File: src/rtl/bomb_countdown_pkg.sv
// bomb_countdown_pkg: game-state codes, countdown phases and BCD constants shared across the game
package bomb_countdown_pkg;
  typedef enum logic [2:0] {
    GS_IDLE  = 3'b000,
    GS_START = 3'b001,
    GS_CLEAR = 3'b010,
    GS_FAIL  = 3'b011
  } game_state_e;
  typedef enum logic [1:0] {PH_IDLE, PH_RUN, PH_HOLD, PH_EXPIRED} phase_e;
  localparam int DIGIT_W = 4;
  localparam logic [DIGIT_W-1:0] WRAP_9 = 4'd9;
  localparam logic [DIGIT_W-1:0] WRAP_5 = 4'd5;
  function automatic logic [7:0] sat8(input logic [9:0] v);
    return v > 10'd255 ? 8'hff : v[7:0];
  endfunction
endpackage

File: src/rtl/bomb_countdown_if.sv
// bomb_countdown_if: game-side controls into the timer and the BCD time/status coming back
interface bomb_countdown_if;
  logic [2:0] i_State;
  logic       i_Sec1Tick;
  logic       i_Penalty;
  logic [3:0] o_Min10;
  logic [3:0] o_Min1;
  logic [3:0] o_Sec10;
  logic [3:0] o_Sec1;
  logic       o_TimeOut;
  logic       o_Warning;
  modport master (
    output i_State, i_Sec1Tick, i_Penalty,
    input  o_Min10, o_Min1, o_Sec10, o_Sec1, o_TimeOut, o_Warning
  );
  modport slave (
    input  i_State, i_Sec1Tick, i_Penalty,
    output o_Min10, o_Min1, o_Sec10, o_Sec1, o_TimeOut, o_Warning
  );
endinterface

File: src/rtl/bomb_countdown_bcd_digit_down.sv
// bcd_digit_down: one BCD down-counting digit that wraps to WRAP and borrows from the next digit
module bcd_digit_down
  import bomb_countdown_pkg::*;
#(
  parameter logic [DIGIT_W-1:0] WRAP = WRAP_9,
  parameter logic [DIGIT_W-1:0] INIT = '0
) (
  input  logic               i_Clk,
  input  logic               i_Rst,
  input  logic               load,
  input  logic               dec,
  output logic [DIGIT_W-1:0] digit,
  output logic               borrow
);
  assign borrow = dec && digit == '0;
  // load wins over dec; a zero digit wraps and passes the borrow on
  always_ff @(posedge i_Clk or negedge i_Rst)
    if (!i_Rst) digit <= INIT;
    else if (load) digit <= INIT;
    else if (dec) digit <= digit == '0 ? WRAP : digit - 1'b1;
endmodule

File: src/rtl/bomb_countdown.sv
// bomb_countdown: MM:SS BCD countdown with tick/penalty draining, warning level and time-out pulse
module bomb_countdown
  import bomb_countdown_pkg::*;
#(
  parameter logic [7:0] P_INIT_MM = 8'h05,
  parameter logic [7:0] P_INIT_SS = 8'h00,
  parameter logic [7:0] P_WARN_SS = 8'h10,
  parameter logic [7:0] P_PENALTY = 8'd10
) (
  input  logic        i_Clk,
  input  logic        i_Rst,
  bomb_countdown_if.slave bus
);
  localparam logic [15:0] INIT = {P_INIT_MM, P_INIT_SS};
  phase_e      phase, phase_nxt;
  logic [7:0]  pending, pending_nxt;
  logic [3:0]  dig [4];
  logic [4:0]  chain;
  logic [15:0] time_now;
  logic [9:0]  sum;
  logic        run_go, dec, expire, timeout, warning, warn_nxt;
  assign time_now = {dig[3], dig[2], dig[1], dig[0]};
  assign run_go   = phase == PH_RUN && bus.i_State == GS_START;
  assign dec      = run_go && (bus.i_Sec1Tick || pending != 8'd0) && time_now != 16'h0000;
  assign expire   = dec && time_now == 16'h0001;
  assign chain[0] = dec;
  assign sum      = {2'b00, pending} + (bus.i_Penalty ? {2'b00, P_PENALTY} : 10'd0)
                  + {9'd0, bus.i_Sec1Tick} - {9'd0, dec};
  assign warn_nxt = phase == PH_RUN && time_now[15:8] == 8'h00 && time_now[7:0] <= P_WARN_SS;
  genvar i;
  generate
    for (i = 0; i < 4; i++) begin : g_dig
      bcd_digit_down #(
        .WRAP (i == 1 ? WRAP_5 : WRAP_9),
        .INIT (INIT[4*i +: 4])
      ) u_dig (
        .i_Clk  (i_Clk),
        .i_Rst  (i_Rst),
        .load   (phase == PH_IDLE),
        .dec    (chain[i]),
        .digit  (dig[i]),
        .borrow (chain[i+1])
      );
    end
  endgenerate
  // dec is gated off at 00:00, so the top digit can never be asked to borrow
  always_comb assert (!chain[4]);
  // seconds still owed only accumulate while actually counting; any exit or expiry drops them
  always_comb pending_nxt = run_go && !expire ? sat8(sum) : 8'h00;
  // phase transitions; expiry takes priority over the game state leaving 001
  always_comb begin
    phase_nxt = phase;
    case (phase)
      PH_IDLE:    phase_nxt = bus.i_State == GS_START ? PH_RUN : PH_IDLE;
      PH_RUN:     phase_nxt = expire ? PH_EXPIRED : bus.i_State == GS_START ? PH_RUN :
                              bus.i_State == GS_IDLE ? PH_IDLE : PH_HOLD;
      PH_HOLD:    phase_nxt = bus.i_State == GS_IDLE ? PH_IDLE :
                              bus.i_State == GS_START ? PH_RUN : PH_HOLD;
      PH_EXPIRED: phase_nxt = bus.i_State == GS_IDLE ? PH_IDLE : PH_EXPIRED;
      default:    phase_nxt = PH_IDLE;
    endcase
  end
  // state, pending count and registered status outputs
  always_ff @(posedge i_Clk or negedge i_Rst)
    if (!i_Rst) begin
      phase   <= PH_IDLE;
      pending <= 8'h00;
      timeout <= 1'b0;
      warning <= 1'b0;
    end else begin
      phase   <= phase_nxt;
      pending <= pending_nxt;
      timeout <= expire;
      warning <= warn_nxt;
    end
  assign bus.o_Sec1    = dig[0];
  assign bus.o_Sec10   = dig[1];
  assign bus.o_Min1    = dig[2];
  assign bus.o_Min10   = dig[3];
  assign bus.o_TimeOut = timeout;
  assign bus.o_Warning = warning;
endmodule

File: src/flat_wrapper.sv
// flat-port wrapper written by rule: the top's interface ports become plain ports
module bomb_countdown_flat import bomb_countdown_pkg::*;
#(
  parameter logic [7:0] P_INIT_MM = 8'h05,
  parameter logic [7:0] P_INIT_SS = 8'h00,
  parameter logic [7:0] P_WARN_SS = 8'h10,
  parameter logic [7:0] P_PENALTY = 8'd10
)
  (i_Clk, i_Rst, bus_i_State, bus_i_Sec1Tick, bus_i_Penalty, bus_o_Min10, bus_o_Min1, bus_o_Sec10, bus_o_Sec1, bus_o_TimeOut, bus_o_Warning);
  bomb_countdown_if bus_i ();
  input  logic i_Clk;
  input  logic i_Rst;
  input wire logic [$bits(bus_i.i_State)-1:0] bus_i_State;
  input wire logic [$bits(bus_i.i_Sec1Tick)-1:0] bus_i_Sec1Tick;
  input wire logic [$bits(bus_i.i_Penalty)-1:0] bus_i_Penalty;
  output wire logic [$bits(bus_i.o_Min10)-1:0] bus_o_Min10;
  output wire logic [$bits(bus_i.o_Min1)-1:0] bus_o_Min1;
  output wire logic [$bits(bus_i.o_Sec10)-1:0] bus_o_Sec10;
  output wire logic [$bits(bus_i.o_Sec1)-1:0] bus_o_Sec1;
  output wire logic [$bits(bus_i.o_TimeOut)-1:0] bus_o_TimeOut;
  output wire logic [$bits(bus_i.o_Warning)-1:0] bus_o_Warning;
  assign bus_i.i_State = bus_i_State;
  assign bus_i.i_Sec1Tick = bus_i_Sec1Tick;
  assign bus_i.i_Penalty = bus_i_Penalty;
  assign bus_o_Min10 = bus_i.o_Min10;
  assign bus_o_Min1 = bus_i.o_Min1;
  assign bus_o_Sec10 = bus_i.o_Sec10;
  assign bus_o_Sec1 = bus_i.o_Sec1;
  assign bus_o_TimeOut = bus_i.o_TimeOut;
  assign bus_o_Warning = bus_i.o_Warning;
  bomb_countdown #(.P_INIT_MM(P_INIT_MM), .P_INIT_SS(P_INIT_SS), .P_WARN_SS(P_WARN_SS), .P_PENALTY(P_PENALTY)) u_core (.i_Clk(i_Clk), .i_Rst(i_Rst), .bus(bus_i));
endmodule
File: config.mk
export PLATFORM = sky130hd
export DESIGN_NAME = bomb_countdown_flat
export DESIGN_NICKNAME = d
export VERILOG_FILES = /design/src/rtl/bomb_countdown_pkg.sv /design/src/rtl/bomb_countdown_if.sv /design/src/rtl/bomb_countdown_bcd_digit_down.sv /design/src/rtl/bomb_countdown.sv /design/src/flat_wrapper.sv
export SDC_FILE = /design/constraint.sdc
export NUM_CORES = 1
export LEC_CHECK = 0
export CAP_MARGIN = 20
export CORE_MARGIN = 2
export CORE_UTILIZATION = 59
export CTS_CLUSTER_SIZE = 25
export DETAILED_ROUTE_END_ITERATION = 6
export GPL_ROUTABILITY_DRIVEN = 1
export PLACE_DENSITY = 0.85
export SYNTH_ARGS = -nofsm -noshare
export SYNTH_HDL_FRONTEND = slang
export SYNTH_SLANG_ARGS = --single-unit
File: constraint.sdc
create_clock -name i_Clk -period 9.6 [get_ports i_Clk]
set_input_delay 2.4 -clock i_Clk [delete_from_list [all_inputs] [get_ports i_Clk]]
set_output_delay 2.4 -clock i_Clk [all_outputs]
set_load 0.02 [all_outputs]
=== Word-level counts from Yosys, hierarchy flattened ===
Index checks and enable logic that the tools add are counted.

* Bits in registers: 28
* Latch bits: 0
* Memory bits (writable): 0
* ROM bits: 0
* Input port bits: 7
* Output and inout port bits: 18
* Word-level logic and storage cells: 70
* Memories: 0

* $add $sub $neg: 7
* Multipliers: 0
* Div/mod/pow operators: 0
* $lt $le $gt $ge: 2
* Eq/ne operators: 5
* Shifts and indexed selects: 0
* Multiplexer cells: 23
* Bitwise logic cells: 0
* Reductions and logical operators: 25

{| class="wikitable"
|+ Operator list
! cell !! count
|-
| 4-bit 2-to-1 mux || 13
|-
| 16-bit by 1-bit equality test with 1-bit output, second input constant || 1
|-
| 4-bit zero test || 4
|-
| 8-bit 2-to-1 mux || 2
|-
| 16-bit nonzero test || 1
|-
| 4-bit by 1-bit subtractor with 4-bit output, second input constant || 4
|-
| 2-bit 2-to-1 mux || 6
|-
| 10-bit by 1-bit adder with 10-bit output || 1
|-
| 8-bit by 10-bit adder with 10-bit output || 1
|-
| 10-bit by 8-bit > comparator with 1-bit output, second input constant || 1
|-
| 1-bit logical AND || 10
|-
| 10-bit by 1-bit subtractor with 10-bit output || 1
|-
| 8-bit by 5-bit less-or-equal comparator with 1-bit output, second input constant || 1
|-
| 8-bit zero test || 1
|-
| 2-bit one-hot mux with 4 select lines || 1
|-
| 2-bit nonzero test || 4
|-
| 8-bit nonzero test || 1
|-
| 2-bit equality test, second input constant || 2
|-
| 3-bit by 1-bit equality test with 1-bit output, second input constant || 1
|-
| 3-bit zero test || 1
|-
| 2-bit by 1-bit equality test with 1-bit output, second input constant || 1
|-
| 2-bit zero test || 1
|-
| 1-bit zero test || 1
|-
| 1-bit logical OR || 1
|-
| 1-bit 2-to-1 mux || 1
|}

=== Logic depth before layout (Yosys ltp) ===
* Depth in word-level cells: 9
* Mapped depth: 17
* Mapped depth without buffers: 16

=== Modules after synthesis ===
From an unflattened synthesis, not the netlist that was laid out.

* Cells, all modules: 191
* Area total of the unflattened synthesis: 1920.6 µm²

{| class="wikitable"
|+ Modules (own cells, without submodules)
! module !! times used !! cells each !! area each (µm²) !! sequential area each (µm²)
|-
| bomb_countdown || 1 || 116 || 1071.0 || 300.3
|-
| bcd_digit_down (u_core.g_dig[0].u_dig ...) || 2 || 20 || 230.2 || 100.1
|-
| bcd_digit_down (u_core.g_dig[1].u_dig) || 1 || 18 || 201.4 || 100.1
|-
| bcd_digit_down (u_core.g_dig[2].u_dig) || 1 || 17 || 187.7 || 102.6
|}

=== Least setup slack after synthesis ===
No wires, ideal clock.

* Kind: input to register
* From: in bus_i_State[1]
* To: reg u_core.pending[2]
* Setup time: 65 ps
* Arrival time: 5558 ps
* Data required time: 9535 ps
* Path slack: 3977 ps
* Stages: 14
* Path buffers: 0
* Cells stage by stage: or3b_4 -> a211oi_4 -> o21ai_2 -> inv_1 -> ha_1 -> inv_1 -> ha_1 -> inv_1 -> fa_1 -> nand2b_1 -> a2111o_1 -> a41o_1 -> o21ai_1 -> o21a_1

* Cells in the longest elaborated chain, start to end: 8
* Elaborated cells on any way between the ends: 11
* Classes of those cells: add/sub: 1; order compare: 1; eq/ne: 1; mux: 2; reduce/logical: 6

{| class="wikitable"
|+ RTL lines
! what !! RTL line !! source
|-
| start, declared || flat_wrapper.sv:13 || <nowiki>input wire logic [$bits(bus_i.i_State)-1:0] bus_i_State;</nowiki>
|-
| 3-bit by 1-bit equality test with 1-bit output (*) || bomb_countdown.sv:23 || <nowiki>assign run_go = phase == PH_RUN && bus.i_State == GS_START;</nowiki>
|-
| 1-bit logical AND (*) || bomb_countdown.sv:23 ||
|-
| 1-bit logical AND (2 in a row) || bomb_countdown.sv:24 || <nowiki>assign dec = run_go && (bus.i_Sec1Tick || pending != 8'd0) && time_now != 16'h0000;</nowiki>
|-
| 10-bit by 1-bit subtractor with 10-bit output or 1-bit logical AND (tied branches) || bomb_countdown.sv:28, bomb_countdown.sv:25 ||
|-
| 10-bit by 8-bit > comparator with 1-bit output or 1-bit zero test (tied branches) || bomb_countdown_pkg.sv:14, bomb_countdown.sv:49 ||
|-
| 8-bit 2-to-1 mux or 1-bit logical AND (tied branches) || bomb_countdown_pkg.sv:14, bomb_countdown.sv:49 ||
|-
| 8-bit 2-to-1 mux (*) || bomb_countdown.sv:49 || <nowiki>always_comb pending_nxt = run_go && !expire ? sat8(sum) : 8'h00;</nowiki>
|-
| named net u_core.pending_nxt[2] || bomb_countdown.sv:16 || <nowiki>logic [7:0] pending, pending_nxt;</nowiki>
|-
| end signal, assigned || bomb_countdown.sv:72 || <nowiki>pending <= pending_nxt;</nowiki>
|-
| end, declared || bomb_countdown.sv:16 ||
|}

The timed path passes the listed nets; every way through them passes the cells marked *.
A chain may end at the register's enable or synchronous reset.

=== Worst setup path after layout ===
* From: in bus_i_State[0]
* To: reg u_core.pending[5]

Same word-level chain as after synthesis.

==> key figures <==
Setup path
  • Top delay family on crit path: compound AO/OA/AOI/OAI gates
  • Worst R2R Start: u_core.g_dig[2].u_dig.digit[1]$_DFFE_PN0P_
  • Crit path depth: 15
  • Critical path origin: bus_i_State[0]
  • CP cell instances: clkdlybuf4s50_1, or3b_4, a211oi_4, o21ai_2, inv_1, ha_1, inv_1, ha_1, inv_1, fa_1, nand2b_1, a2111o_1, a41o_1, o21ai_1, o21a_1
  • Worst setup SP type: input pin
  • R2R Path End: u_core.pending[5]$_DFF_PN0_
  • Arrival time at the worst endpoint: 6.55 ns
  • Crit Path Max Fanout: 9
  • Cell mode on critical path: inv_1
  • Reg2reg path depth: 16
  • CP Buf/Inv Count: 4
  • Worst reg-to-reg setup slack: 5.06 ns
  • Crit path largest cell delay: 0.49 ns
  • CP Capture Point: u_core.pending[5]$_DFF_PN0_
  • CP max-delay cell: a211oi_4
  • Crit Path Category: input pin to flip-flop
  • Required time worst endpoint: 9.88 ns
  • CP endpoint kind: flip-flop

GRT
  • Vias in the first global route: 1617
  • Total grt overflow: 0
  • First-pass GRT wire length: 7003 µm
  • Antenna violations before repair: 0
  • Pin count of the biggest net entering global routing: 29
  • GRT Total Usage: 0.2480

STA
  • Min Tclk post-route: 6.266 ns
  • Tcrit/Tclk final: 0.6527
  • Max-slew violations: 0
  • Worst-Margin Slew: 0.8463 ns
  • Clock skew: 0.01635 ns
  • Fin Setup TNS: 0 ns
  • Fin Hold WS: 0.5441 ns
  • Slew HR: 0.4337
  • Max Clk Rate: 159.6 MHz
  • Final Setup Violations: 0
  • RSZ-0062 raised after global routing: no
  • Fin. Hold Viols: 0

Finish
  • Finished Core Util: 0.7354
  • N_diodes: 0
  • Fillers: 240
  • Area grow syn2layout: 16.71%
  • Most frequent cells in the layout: inv_1, dfrtp_1, clkdlybuf4s50_1
  • Leading cell type in the layout, fill and taps excluded: inv_1
  • Final nets: 261
  • Share of cells above drive strength 1: 0.06867

Clock tree
  • Clock slew at reported path FFs: 0.16 ns
  • CTS tree: done
  • Worst-Skew Late Latency: 0.35 ns
  • Post-CTS Hold Fix Bufs: 0
  • TritonCTS Buffers: 3
  • Root Buffer: clkbuf_4
  • H-tree levels: 1
  • Post-CTS sizing: 0
  • Post-CTS Setup Inserts: 0
  • CTS Buffer Depth: 2
  • CTS sink count: 28

Floorplan
  • Site row count: 20
  • Die width: 61.33 µm
  • Die area: 3761 µm²
  • Core Area: 3078 µm²
  • Die Y: 61.33 µm
  • I/O pin cnt: 25
  • Starting Density: 0.6301

Logic synthesis
  • Seq cells post-synth: 28
  • Ys flop type: dfrtp_1
  • EDFF count, synth: 0
  • Synth Cell Area: 1939 µm²
  • Ys async rst share: 1.000
  • Ranking of synthesized cells by area: dfrtp_1, ha_1, inv_1
  • Synth Instances: 209
  • Syn Nets: 236
  • Ys Warns: 0
  • Synthesized area per cell: 9.279 µm²
  • Top cell type's share of synthesized area: 0.3355
  • Cell taking the most area after synthesis: dfrtp_1
  • Seq/Total Area, Yosys: 0.3626
  • Cell variety after synth: 55

Min path
  • Class of the worst hold path: flip-flop to flip-flop
  • Worst hold path depth: 2

Drt
  • Wire per inst: 15.22 µm
  • Initial DRC count: 107
  • DRC Markers: 0
  • Routed wire length: 4217 µm
  • Initial DRT Pass Iterations: 4
  • Vias per inst: 5.895
  • Via count: 1633
  • DRT antenna net count: 0

Power
  • Lkg Pwr: 0.9632 nW
  • Worst vdd ir: 0.1653 mV
  • Power per cell area: 105.2 nW/µm²

Placement
  • Dpl hpwl: 3046 µm
  • Port Buffers: 24
  • Routability cong.: 0.8765

Flow run
  • Max_cap viols: 0

Outcome
  • Outcome: finished, final reports clean
-- where the power goes --
| group | internal (W) | switching (W) | total (W) |
|---|---|---|---|
| sequential | 0.000120 | 0.00000206 | 0.000122 |
| combinational | 0.0000150 | 0.0000226 | 0.0000376 |
| clock | 0.0000423 | 0.0000364 | 0.0000787 |
-- layout make-up --
class / instances / area [µm²] / area share
clock buffer: 3 / 22.52 / 0.009950
clock inverter: 1 / 30.03 / 0.01327
sequential: 28 / 703.2 / 0.3107
multi-input combinational: 148 / 1100 / 0.4859
tap: 44 / 55.05 / 0.02432
inverter: 28 / 105.1 / 0.04643
timing repair buffer: 25 / 247.7 / 0.1095
-- per-stage QoR --
step | std cells | power (W) | setup slack [ns] | area, µm²
after floorplan | 209 | 0.0001492 | 3.977 | 1939
after global placement | 273 | 0.0001598 | 3.248 | 2211
after detailed placement | 273 | 0.0001610 | 3.033 | 2211
after CTS | 277 | 0.0002386 | 3.364 | 2263
after global routing | 277 | 0.0002473 | 3.074 | 2263
final | 277 | 0.0002381 | 3.334 | 2263
-- cells by family (layout without fill, tap and decap cells) --
| logic type | after synthesis | count (layout) | share of synthesized area |
|---|---|---|---|
| xor+xnor | 7 | 7 | 0.03161 |
| flops | 28 | 28 | 0.3626 |
| fa+ha+maj | 20 | 20 | 0.1329 |
| compound gates | 51 | 51 | 0.1923 |
| simple gates | 68 | 68 | 0.2000 |
| buf+inv | 33 | 57 | 0.07032 |
| mux | 2 | 2 | 0.01032 |
-- worst min path at each step --
stage | from | end | slack [ns]
floorplan | u_core.phase[1]$_DFF_PN0_ | u_core.phase[0]$_DFF_PN0_ | 0.54
global placement | u_core.g_dig[1].u_dig.digit[3]$_DFFE_PN0P_ | u_core.g_dig[1].u_dig.digit[3]$_DFFE_PN0P_ | 0.52
detailed placement | u_core.g_dig[1].u_dig.digit[3]$_DFFE_PN0P_ | u_core.g_dig[1].u_dig.digit[3]$_DFFE_PN0P_ | 0.53
CTS | u_core.g_dig[1].u_dig.digit[3]$_DFFE_PN0P_ | u_core.g_dig[1].u_dig.digit[3]$_DFFE_PN0P_ | 0.55
global route | u_core.g_dig[1].u_dig.digit[3]$_DFFE_PN0P_ | u_core.g_dig[1].u_dig.digit[3]$_DFFE_PN0P_ | 0.57
finish | u_core.g_dig[1].u_dig.digit[3]$_DFFE_PN0P_ | u_core.g_dig[1].u_dig.digit[3]$_DFFE_PN0P_ | 0.54
-- layer usage --
layer  global-route usage  vias to the layer above  wire length, µm  part of all wire
met4              0.05775                        0               21            0.0050
li1                     -                      778                -                 -
met2               0.4149                       50             2044              0.48
met5                    0                        -                0                 0
met3              0.05462                        4              209             0.050
met1               0.3315                      801             1943              0.46
-- state kept, by name (all words and copies together) (netlist names) --
| name | cells |
|---|---|
| u_core.bus.o_TimeOut | 1 |
| u_core.bus.o_Warning | 1 |
| u_core.g_dig.u_dig.digit | 16 |
| u_core.pending | 8 |
| u_core.phase | 2 |
-- Yosys cell counts, types with 3 or more instances --
| cell | number |
|---|---|
| nand2_1 | 12 |
| nand3_1 | 3 |
| o21a_1 | 7 |
| dfrtp_1 | 26 |
| ha_1 | 19 |
| nor2_1 | 18 |
| o21ai_0 | 8 |
| nor4_1 | 3 |
| o31ai_1 | 3 |
| inv_1 | 28 |
| xnor2_1 | 6 |
| nor3_1 | 4 |
| or2_2 | 3 |
| a21oi_1 | 10 |
| nor3b_1 | 3 |
| or3_1 | 4 |
| nand2b_1 | 4 |
-- worst min-delay path, cell delays in order (launching register included) --
cell and delay, ns:
dfrtp_1 0.43, nand2_1 0.07, a31oi_1 0.03
Note: power is estimated with default switching activity, not from simulation.
